$ cat src/rtl/alu_pkg.sv
// Shared types for the pipelined ALU: opcode encoding and status flag bundle.
// Latency: n/a (types only).
// Backpressure: n/a (types only).
package alu_pkg;

    typedef enum logic [3:0] {
        ALU_ADD  = 4'd0,
        ALU_SUB  = 4'd1,
        ALU_AND  = 4'd2,
        ALU_OR   = 4'd3,
        ALU_XOR  = 4'd4,
        ALU_NAND = 4'd5,
        ALU_NOR  = 4'd6,
        ALU_XNOR = 4'd7,
        ALU_SHL  = 4'd8,
        ALU_SHR  = 4'd9,
        ALU_INC  = 4'd10,
        ALU_DEC  = 4'd11,
        ALU_BUF  = 4'd12,
        ALU_BUB  = 4'd13,
        ALU_NOT  = 4'd14,
        ALU_NOB  = 4'd15
    } alu_op_e;

    typedef struct packed {
        logic zero;
        logic carry;
        logic neg;
    } alu_flags_t;

endpackage

$ cat src/rtl/alu_core.sv
// Combinational ALU datapath: (a, b, command, enable) -> 2*WIDTH-bit result + flags.
// Latency: 0 cycles (pure combinational).
// Backpressure: none; the surrounding pipeline decides when results are captured.
// Ports: i_a/i_b operands, i_command opcode, i_enable (0 forces zero result),
//        o_y result, o_flags {zero, carry, neg}.
module alu_core
    import alu_pkg::*;
#(
    parameter int WIDTH = 4
) (
    input  logic [WIDTH-1:0]   i_a,
    input  logic [WIDTH-1:0]   i_b,
    input  logic [3:0]         i_command,
    input  logic               i_enable,
    output logic [2*WIDTH-1:0] o_y,
    output alu_flags_t         o_flags
);

    localparam int RW = 2 * WIDTH;

    logic [RW-1:0] w_a_ext;
    logic [RW-1:0] w_b_ext;
    logic [RW-1:0] w_one;
    logic [RW-1:0] w_res;
    logic          w_carry;
    logic [RW-1:0] w_y;

    assign w_a_ext = {{WIDTH{1'b0}}, i_a};
    assign w_b_ext = {{WIDTH{1'b0}}, i_b};
    assign w_one   = {{(RW-1){1'b0}}, 1'b1};

    // Logical ops work on WIDTH bits and are zero-extended; arithmetic wraps in RW bits.
    always_comb begin
        w_res   = '0;
        w_carry = 1'b0;
        case (alu_op_e'(i_command))
            ALU_ADD:  begin
                w_res   = w_a_ext + w_b_ext;
                w_carry = w_res[WIDTH];
            end
            ALU_SUB:  begin
                w_res   = w_a_ext - w_b_ext;
                w_carry = (i_a < i_b);
            end
            ALU_AND:  w_res = {{WIDTH{1'b0}}, i_a & i_b};
            ALU_OR:   w_res = {{WIDTH{1'b0}}, i_a | i_b};
            ALU_XOR:  w_res = {{WIDTH{1'b0}}, i_a ^ i_b};
            ALU_NAND: w_res = {{WIDTH{1'b0}}, ~(i_a & i_b)};
            ALU_NOR:  w_res = {{WIDTH{1'b0}}, ~(i_a | i_b)};
            ALU_XNOR: w_res = {{WIDTH{1'b0}}, ~(i_a ^ i_b)};
            ALU_SHL:  begin
                w_res   = w_a_ext << 1;
                w_carry = i_a[WIDTH-1];
            end
            ALU_SHR:  begin
                w_res   = w_a_ext >> 1;
                w_carry = i_a[0];
            end
            ALU_INC:  begin
                w_res   = w_a_ext + w_one;
                w_carry = w_res[WIDTH];
            end
            ALU_DEC:  begin
                w_res   = w_a_ext - w_one;
                w_carry = (i_a == '0);
            end
            ALU_BUF:  w_res = w_a_ext;
            ALU_BUB:  w_res = w_b_ext;
            ALU_NOT:  w_res = {{WIDTH{1'b0}}, ~i_a};
            ALU_NOB:  w_res = {{WIDTH{1'b0}}, ~i_b};
            default:  w_res = '0;
        endcase
    end

    // A disabled beat still flows through the pipe but reports an all-zero result.
    assign w_y           = i_enable ? w_res : '0;
    assign o_y           = w_y;
    assign o_flags.zero  = (w_y == '0);
    assign o_flags.carry = i_enable & w_carry;
    assign o_flags.neg   = w_y[RW-1];

endmodule

$ cat src/rtl/alu_pipe.sv
// Two-stage pipelined ALU: S1 registers operands, S2 registers result and flags.
// Latency: result valid after the second edge following accept; one beat per cycle.
// Backpressure: out_ready=0 freezes S2; S1 holds when full; in_ready drops with both full.
// Ports: clk, rst_n (async low); in_valid/in_ready, a, b, command, enable in;
//        out_valid/out_ready, y, flag_zero, flag_carry, flag_neg out.
module alu_pipe
    import alu_pkg::*;
#(
    parameter int WIDTH = 4
) (
    input  logic               clk,
    input  logic               rst_n,
    input  logic               in_valid,
    output logic               in_ready,
    input  logic [WIDTH-1:0]   a,
    input  logic [WIDTH-1:0]   b,
    input  logic [3:0]         command,
    input  logic               enable,
    output logic               out_valid,
    input  logic               out_ready,
    output logic [2*WIDTH-1:0] y,
    output logic               flag_zero,
    output logic               flag_carry,
    output logic               flag_neg
);

    logic               r_s1_vld;
    logic [WIDTH-1:0]   r_s1_a;
    logic [WIDTH-1:0]   r_s1_b;
    logic [3:0]         r_s1_cmd;
    logic               r_s1_en;

    logic               r_s2_vld;
    logic [2*WIDTH-1:0] r_y;
    alu_flags_t         r_flags;

    logic               w_s2_adv;
    logic [2*WIDTH-1:0] w_core_y;
    alu_flags_t         w_core_flags;

    // S2 may load whenever it is empty or its beat leaves this cycle; S1 may
    // load whenever it is empty or its beat moves into S2.
    assign w_s2_adv = !r_s2_vld || out_ready;
    assign in_ready = !r_s1_vld || w_s2_adv;

    alu_core #(
        .WIDTH (WIDTH)
    ) u_core (
        .i_a       (r_s1_a),
        .i_b       (r_s1_b),
        .i_command (r_s1_cmd),
        .i_enable  (r_s1_en),
        .o_y       (w_core_y),
        .o_flags   (w_core_flags)
    );

    always_ff @(posedge clk or negedge rst_n) begin
        if (!rst_n) begin
            r_s1_vld <= 1'b0;
            r_s1_a   <= '0;
            r_s1_b   <= '0;
            r_s1_cmd <= '0;
            r_s1_en  <= 1'b0;
        end else if (in_ready) begin
            r_s1_vld <= in_valid;
            if (in_valid) begin
                r_s1_a   <= a;
                r_s1_b   <= b;
                r_s1_cmd <= command;
                r_s1_en  <= enable;
            end
        end
    end

    // Data registers only load on a real beat so y stays put across bubbles.
    always_ff @(posedge clk or negedge rst_n) begin
        if (!rst_n) begin
            r_s2_vld <= 1'b0;
            r_y      <= '0;
            r_flags  <= '0;
        end else if (w_s2_adv) begin
            r_s2_vld <= r_s1_vld;
            if (r_s1_vld) begin
                r_y     <= w_core_y;
                r_flags <= w_core_flags;
            end
        end
    end

    assign out_valid  = r_s2_vld;
    assign y          = r_y;
    assign flag_zero  = r_flags.zero;
    assign flag_carry = r_flags.carry;
    assign flag_neg   = r_flags.neg;

endmodule
$ cat config.mk
export PLATFORM = sky130hd
export DESIGN_NAME = alu_pipe
export DESIGN_NICKNAME = d
export VERILOG_FILES = /design/src/rtl/alu_pkg.sv /design/src/rtl/alu_core.sv /design/src/rtl/alu_pipe.sv
export SDC_FILE = /design/constraint.sdc
export NUM_CORES = 1
export LEC_CHECK = 0
export CAP_MARGIN = 20
export CORE_UTILIZATION = 45
export DETAILED_ROUTE_END_ITERATION = 10
export PLACE_DENSITY_LB_ADDON = 0.05
export SLEW_MARGIN = 25
export SYNTH_ARGS = -nofsm -noshare
export SYNTH_HDL_FRONTEND = slang
export SYNTH_HIERARCHICAL = 1
export SYNTH_SLANG_ARGS = --single-unit
$ cat constraint.sdc
create_clock -name clk -period 5.7 [get_ports clk]
set_input_delay 0.57 -clock clk [delete_from_list [all_inputs] [get_ports clk]]
set_output_delay 0.57 -clock clk [all_outputs]
set_load 0.02 [all_outputs]
==> parameters.txt, run 1 <==
Parameter                              Value

Floorplanning
  Die Width    74.51 um
  Area of the core    0.005075 mm^2
  Top-Level Pins    30
  Die footprint    0.005552 mm^2
  Initial core utilization    46.62%
  Row cnt    26
  Vertical die dimension    74.51 um

Finish
  Final core area utilization    51.70%
  Ratio of cells with drive above 1 in the final layout    16.13%
  Final net count    283
  Number of inserted filler cells in the final layout    479
  Area growth from synthesis to layout    10.89%
  Count of antenna diodes in the layout    0

Clock network
  Num CTS Buffers    3
  Register clock-pin slew on the reported worst setup and hold paths    0.09 ns
  Post-cts repair resize count    0
  Clock buffer depth    2
  Clock tree from TritonCTS    done
  Number of sinks driven by the clock tree    26
  Number of setup buffers added after CTS    0
  Clock Latency Late Sink    0.27 ns
  Cell at the root of the clock tree    clkbuf_8
  Maximum level of the CTS H-tree    1
  # hold bufs at CTS    0

Timing
  Worst relative slew slack    34.83%
  Final Hold Vio Count    0
  Setup-violating endpoint count in the final report    0
  Final critical delay including setup and external delays    2.739 ns
  Layout Skew    0.002178 ns
  Period utilization    48.05%
  Max-slew violation count    0
  Setup repair after global routing missed its margin    no
  Worst-margin pin slew    0.9776 ns
  Slack of the critical path    2.961 ns
  Maximum clock rate    365.1 MHz
  Final TNS setup    0 ns

Critical path
  Beginning of the worst register-to-register path    r_s1_a[0]
  Signal arrival time at the worst endpoint    2.95 ns
  Endpoint class of the critical path    flip-flop
  Register-to-Register Path Depth    10
  CP top delay family    compound AO/OA/AOI/OAI gates
  Slowest library cell on the worst path    dfrtp_1
  Crit path required time    5.91 ns
  End of the worst register-to-register path    flag_zero
  Cell-by-cell listing of the critical path    inv_1, ha_1, fa_1, nor2_1, o21bai_1, a22o_1, o21ai_0, o211ai_1, nor4_1, mux2_4
  Setup crit start kind    flip-flop
  Worst-path fanout max    9
  Number of buffers and inverters on the critical path    1
  Internal reg-to-reg setup slack    2.96 ns
  Stage delay of the slowest cell on the critical path    0.55 ns
  Type of the worst setup path    flip-flop to flip-flop

Run
  Maximum Capacitance Violations    0

Routing
  First-pass detailed-route iteration total    5
  Post-DR vias/cell    5.752
  Remaining design rule violation count    0
  Wire length per cell    16.53 um
  Drt total wl    5257 um
  Number of nets still failing antenna checks after routing    0
  Total number of vias    1829
  First-iteration detailed-routing DRC count    147

Min path
  End point of the worst hold path    y[5]
  Worst hold path type    flip-flop to flip-flop
  Number of cells on the worst hold path    1
  Hold path startpoint    y[5]

GRT
  Vias in the first global route    1693
  Initial antenna violation count    0
  Overall Global Routing Usage    19.79%
  Sum of overflow across all layers after global routing    0
  First-pass GRT wire length    8335 um
  Largest net degree at the start of global routing    33

Place
  Final HPWL from detailed placement    3826 um
  Buffers on Ports    29
  Final weighted congestion in routability-driven placement    0.8819
  Pre-CTS worst setup slack    2.966 ns

Synthesis
  Number of distinct standard cells referenced by the synthesized netlist    57
  Average cell area after synthesis    10.15 um^2
  Nets in the synthesized netlist    267
  Gate count after technology mapping    233
  Async S/R FF share, synth    100.0%
  Top flip-flop cell by instance count after synthesis    dfrtp_1
  Share of synthesized area occupied by flip-flops and latches    27.50%
  Area of the mapped netlist    0.002366 mm^2
  EDFF count, synth    0
  Flops & latches, synth    26
  Yosys Warn Count    6

Power and ir drop
  Total power after layout    754.4 uW
  Power per unit of standard cell area    287.5 mW/mm^2
  Worst vdd rail ir drop    0.1705 mV
  Static leakage    1.157 nW

Status
  Outcome    finished, final reports clean
-- metal layers --
metal / up-vias / GRT usage (%) / routed length (um) / part of all wire (%)
met5: - / 0 / 0 / 0
met4: 0 / 6.709 / 127 / 2.4
met3: 14 / 2.981 / 247 / 4.7
met2: 68 / 28.53 / 2242 / 43
met1: 882 / 29.92 / 2640 / 50
li1: 865 / - / - / -
-- worst register-to-register path: cells and delay by family (launching register included) --
family / cells / cell delay (ns)
AOI/OAI and AO/OA: 4 / 0.72
adders and majority gates: 2 / 0.72
DFF: 1 / 0.55
and+or+nand+nor: 2 / 0.31
buffers and inverters: 1 / 0.20
muxes: 1 / 0.19
-- sequential cells by signal, summed over array words and instances, names as in the netlist --
register	count
flag_carry	1
flag_neg	1
flag_zero	1
out_valid	1
r_s1_a	4
r_s1_b	4
r_s1_cmd	4
r_s1_en	1
r_s1_vld	1
y	8
-- where the power goes --
part | internal (mW) | switching (mW) | total, mW
clock network | 0.0617 | 0.0574 | 0.119
registers | 0.214 | 0.0715 | 0.286
logic | 0.184 | 0.165 | 0.349
total | 0.461 | 0.294 | 0.754
-- layout make-up --
cell class	instances	area, um^2	area share (%)
Inverter	14	52.55	2.003
Clock buffer	4	55.05	2.098
Tap cell	70	87.58	3.338
Multi-Input combinational cell	174	1480	56.41
Sequential cell	26	650.6	24.80
Timing Repair Buffer	30	297.8	11.35
-- cell usage after synthesis (all sizes together) (2+ instances only) --
library cell  number  share of area, %
nor3b              2              0.63
nor4               3              0.79
nand3              5               1.1
mux2              26                16
nand4              2              0.53
or2b               2              0.63
nand2             12               2.2
nor2b              8               2.1
o22ai              4               1.1
o31a               2              0.74
xnor2              3               1.4
xor2               3               1.1
a22oi              5               1.6
nor3               2              0.42
o21ai             12               2.5
inv               14               2.2
o21bai             2              0.63
nor2               9               1.5
ha                15               7.9
a21o               3              0.95
a32oi              3               1.1
a31oi              6               1.9
a21oi             12               2.5
dfrtp             26                27
nand3b             2               1.2
fa                 2               1.7
buf               18               7.1
nand2b             8               2.1
mux2i              5               2.1
-- worst max path at each step --
stage	startpoint	to	slack (ns)	depth (start not counted)
CTS	r_s1_a[0]	flag_zero	2.93	10
detailed placement	r_s1_a[0]	flag_zero	2.97	10
finish	r_s1_a[0]	flag_zero	2.96	10
global placement	r_s1_a[0]	flag_zero	2.99	10
global route	r_s1_a[0]	flag_zero	2.65	10
floorplan	r_s1_a[3]	flag_zero	3.44	10
-- per-stage QoR --
stage / instance area (um^2) / hold slack, ns / instances
after floorplan: 2366 / 0.2744 / 233
after global placement: 2569 / 0.4891 / 314
after detailed placement: 2569 / 0.4954 / 314
after CTS: 2624 / 0.5185 / 318
after global routing: 2624 / 0.5457 / 318
final: 2624 / 0.5171 / 318
-- cells in the final DEF (no fill, tap or decap), drive strengths merged, types with 2 or more instances in the layout --
cell / n
nand2: 12
o21bai: 2
mux2: 26
nand3: 5
a31oi: 6
fa: 2
o21ai: 12
nand2b: 8
xor2: 3
dfrtp: 26
nor2: 9
nor4: 3
a22oi: 5
clkdlybuf4s50: 29
o22ai: 4
or2b: 2
nand3b: 2
nor3: 2
nand4: 2
a21oi: 12
clkbuf: 4
xnor2: 3
inv: 14
nor3b: 2
a21o: 3
o31a: 2
mux2i: 5
nor2b: 8
a32oi: 3
ha: 15
-- cells by family after synthesis --
| kind of cell | Yosys count | share of synthesized area (%) |
|---|---|---|
| flip-flops | 26 | 27.50 |
| AND/OR/NAND/NOR | 61 | 15.49 |
| XOR/XNOR | 6 | 2.539 |
| buffers and inverters | 33 | 9.942 |
| AO/OA/AOI/OAI | 59 | 17.24 |
| adder cells (fa/ha/maj) | 17 | 9.625 |
| multiplexers | 31 | 17.66 |
Power figures use the tool's default switching activity.
==> run 2, diff against run 1 <==
==> constraint.sdc (replaced) <==
create_clock -name clk -period 2.8 [get_ports clk]
set_input_delay 0.28 -clock clk [delete_from_list [all_inputs] [get_ports clk]]
set_output_delay 0.28 -clock clk [all_outputs]
set_load 0.02 [all_outputs]
==> run 2 against run 1 <==
Utilization up 1.5 points. Critical path type unchanged. First-iteration DRC count is 6.1% higher. Largest power group unchanged. Via count is 0.93% higher. Die area unchanged.
==> parameters.txt, run 2 (synthesized netlist as in run 1, its figures left out) <==
Parameter                              Value

Place
  Final weighted congestion in routability-driven placement    0.9509 (+7.8%)
  Buffers on Ports    29 (unchanged)
  Count of placed standard cells including taps    322 (+2.5%)
  Final HPWL from detailed placement    4143 um (+8.3%)
  Area of placed instances    0.002629 mm^2 (+2.3%)

Clock network
  Number of sinks driven by the clock tree    26 (unchanged)
  Post-cts repair resize count    0 (unchanged)
  Register clock-pin slew on the reported worst setup and hold paths    0.09 ns (about the same)
  Clock Latency Late Sink    0.27 ns (about the same)
  Num CTS Buffers    3 (unchanged)
  # hold bufs at CTS    0 (unchanged)
  Cell at the root of the clock tree    clkbuf_8
  Clock tree from TritonCTS    done
  Clock buffer depth    2 (unchanged)
  Number of setup buffers added after CTS    0 (unchanged)
  Maximum level of the CTS H-tree    1 (unchanged)

Timing
  Max-slew violation count    0 (unchanged)
  Layout Skew    0.001930 ns (-0.0002482 ns)
  Worst-margin pin slew    0.6128 ns (-0.3648 ns)
  Worst relative slew slack    58.77% (+24 points)
  Setup repair after global routing missed its margin    no
  Final critical delay including setup and external delays    2.475 ns (-0.2644 ns)
  Final TNS setup    0 ns (unchanged)
  Setup-violating endpoint count in the final report    0 (unchanged)
  Final Hold Vio Count    0 (unchanged)
  Period utilization    88.38% (+40 points)
  Maximum clock rate    404.1 MHz (+11%)

Finish
  Max FFs per register    8 (unchanged)
  Area growth from synthesis to layout    14.17%
  Post-route cell area    0.002701 mm^2 (+3.0%)
  Number of inserted filler cells in the final layout    493 (+2.9%)
  Ratio of cells with drive above 1 in the final layout    19.14% (+3.0 points)
  Leading cell type in the layout, fill and taps excluded    clkdlybuf4s50_1
  Leading cell types in the layout, fill and taps excluded    29 x clkdlybuf4s50_1, 25 x dfrtp_1, 20 x mux2_4
  Number of cells in the finished layout apart from fillers    326 (+2.5%)
  Final net count    291 (+2.8%)
  Count of antenna diodes in the layout    0 (unchanged)

GRT
  Largest net degree at the start of global routing    27 (-18%)
  Vias in the first global route    1801 (+6.4%)
  Sum of overflow across all layers after global routing    0 (unchanged)
  First-pass GRT wire length    9032 um (+8.4%)
  Overall Global Routing Usage    21.32% (+1.5 points)
  Initial antenna violation count    0 (unchanged)

Routing
  Total number of vias    1846 (+0.93%)
  Drt total wl    5462 um (+3.9%)
  Number of nets still failing antenna checks after routing    0 (unchanged)
  Post-DR vias/cell    5.663 (-1.5%)
  First-iteration detailed-routing DRC count    156 (+6.1%)
  Wire length per cell    16.75 um (+1.3%)
  Remaining design rule violation count    0 (unchanged)
  First-pass detailed-route iteration total    4 (-1)

Power and ir drop
  Static leakage    1.202 nW (+3.8%)
  Worst vdd rail ir drop    0.2735 mV (+60%)
  Total power after layout    1.637 mW (+120%)
  Power per unit of standard cell area    606.1 mW/mm^2 (+110%)

Critical path
  Crit path required time    3.02 ns (-2.89 ns)
  Setup crit start kind    flip-flop
  Worst-path fanout max    9 (unchanged)
  Signal arrival time at the worst endpoint    2.69 ns (-0.26 ns)
  Endpoint class of the critical path    flip-flop
  Type of the worst setup path    flip-flop to flip-flop
  Internal reg-to-reg setup slack    0.33 ns (-2.64 ns)

Run
  Maximum Capacitance Violations    0 (unchanged)

Floorplanning
  Top-Level Pins    30 (unchanged)
  Die footprint    0.005552 mm^2 (unchanged)
  Die Width    74.51 um (unchanged)
  Row cnt    26 (unchanged)
  Area of the core    0.005075 mm^2 (unchanged)
  Vertical die dimension    74.51 um (unchanged)
  Initial core utilization    46.62% (unchanged)

Status
  Outcome    finished, final reports clean

Min path
  Worst hold path type    input pin to asynchronous set/reset pin
## run 2: cell count changes in the layout (fill, tap and decap cells not counted)
cell / delta
dfrtp_1: -1
clkbuf_8: -1
bufinv_16: +1
buf_4: +8
dfrtp_2: +1
## run 2: per-stage QoR
| step | util, % | hold WS [ns] | setup slack, ns |
|---|---|---|---|
| final | 53.23 | 0.3619 | 0.3254 |
| after CTS | 53.21 | 0.3703 | 0.2359 |
| after floorplan | - | -0.01559 | 0.5409 |
| after detailed placement | 51.80 | 0.4928 | 0.2561 |
| after global placement | 51.80 | 0.4891 | 0.3932 |
| after global routing | 53.23 | 0.3966 | 0.1003 |
## run 2: final timing paths
| path | cells past startpoint | end | startpoint |
|---|---|---|---|
| max | 10 | flag_zero | r_s1_a[0] |
| max in group asynchronous | 2 | r_s1_a[0] | rst_n |
| min reg2reg | 1 | flag_neg | flag_neg |
| min in group clk | 1 | flag_neg | flag_neg |
| max reg2reg | 10 | flag_zero | r_s1_a[0] |
| min | 2 | y[2] | rst_n |
## run 2: final cells by class
| type | count | area (um^2) | area share, % |
|---|---|---|---|
| repair buffers | 38 | 357.8 | 13.25 |
| clock buffers | 3 | 41.29 | 1.528 |
| well taps | 70 | 87.58 | 3.242 |
| inverters | 14 | 52.55 | 1.945 |
| clock inverters | 1 | 30.03 | 1.112 |
| flip-flops and latches | 26 | 651.9 | 24.13 |
| multi-input cells | 174 | 1480 | 54.79 |
## run 2: critical path: stages (launching register included)
cell and delay, ns:
dfrtp_2 0.46, inv_1 0.13, ha_1 0.25, fa_1 0.41, nor2_1 0.12, o21bai_1 0.07, a22o_1 0.24, o21ai_0 0.23
o211ai_1 0.13, nor4_1 0.19, mux2_4 0.19
## run 2: power breakdown
group	switching [mW]	leakage, nW	internal (mW)
clock network	0.121	0.0357	0.191
registers	0.0895	0.320	0.438
logic	0.401	0.846	0.397
total	0.611	1.20	1.03
## run 2: metal layers
metal	track usage [%]	share of wire [%]	up-vias
met5	0	0	-
met1	31.87	47	892
met3	2.846	6.2	6
met4	6.289	1.1	0
met2	31.93	46	63
li1	-	-	885
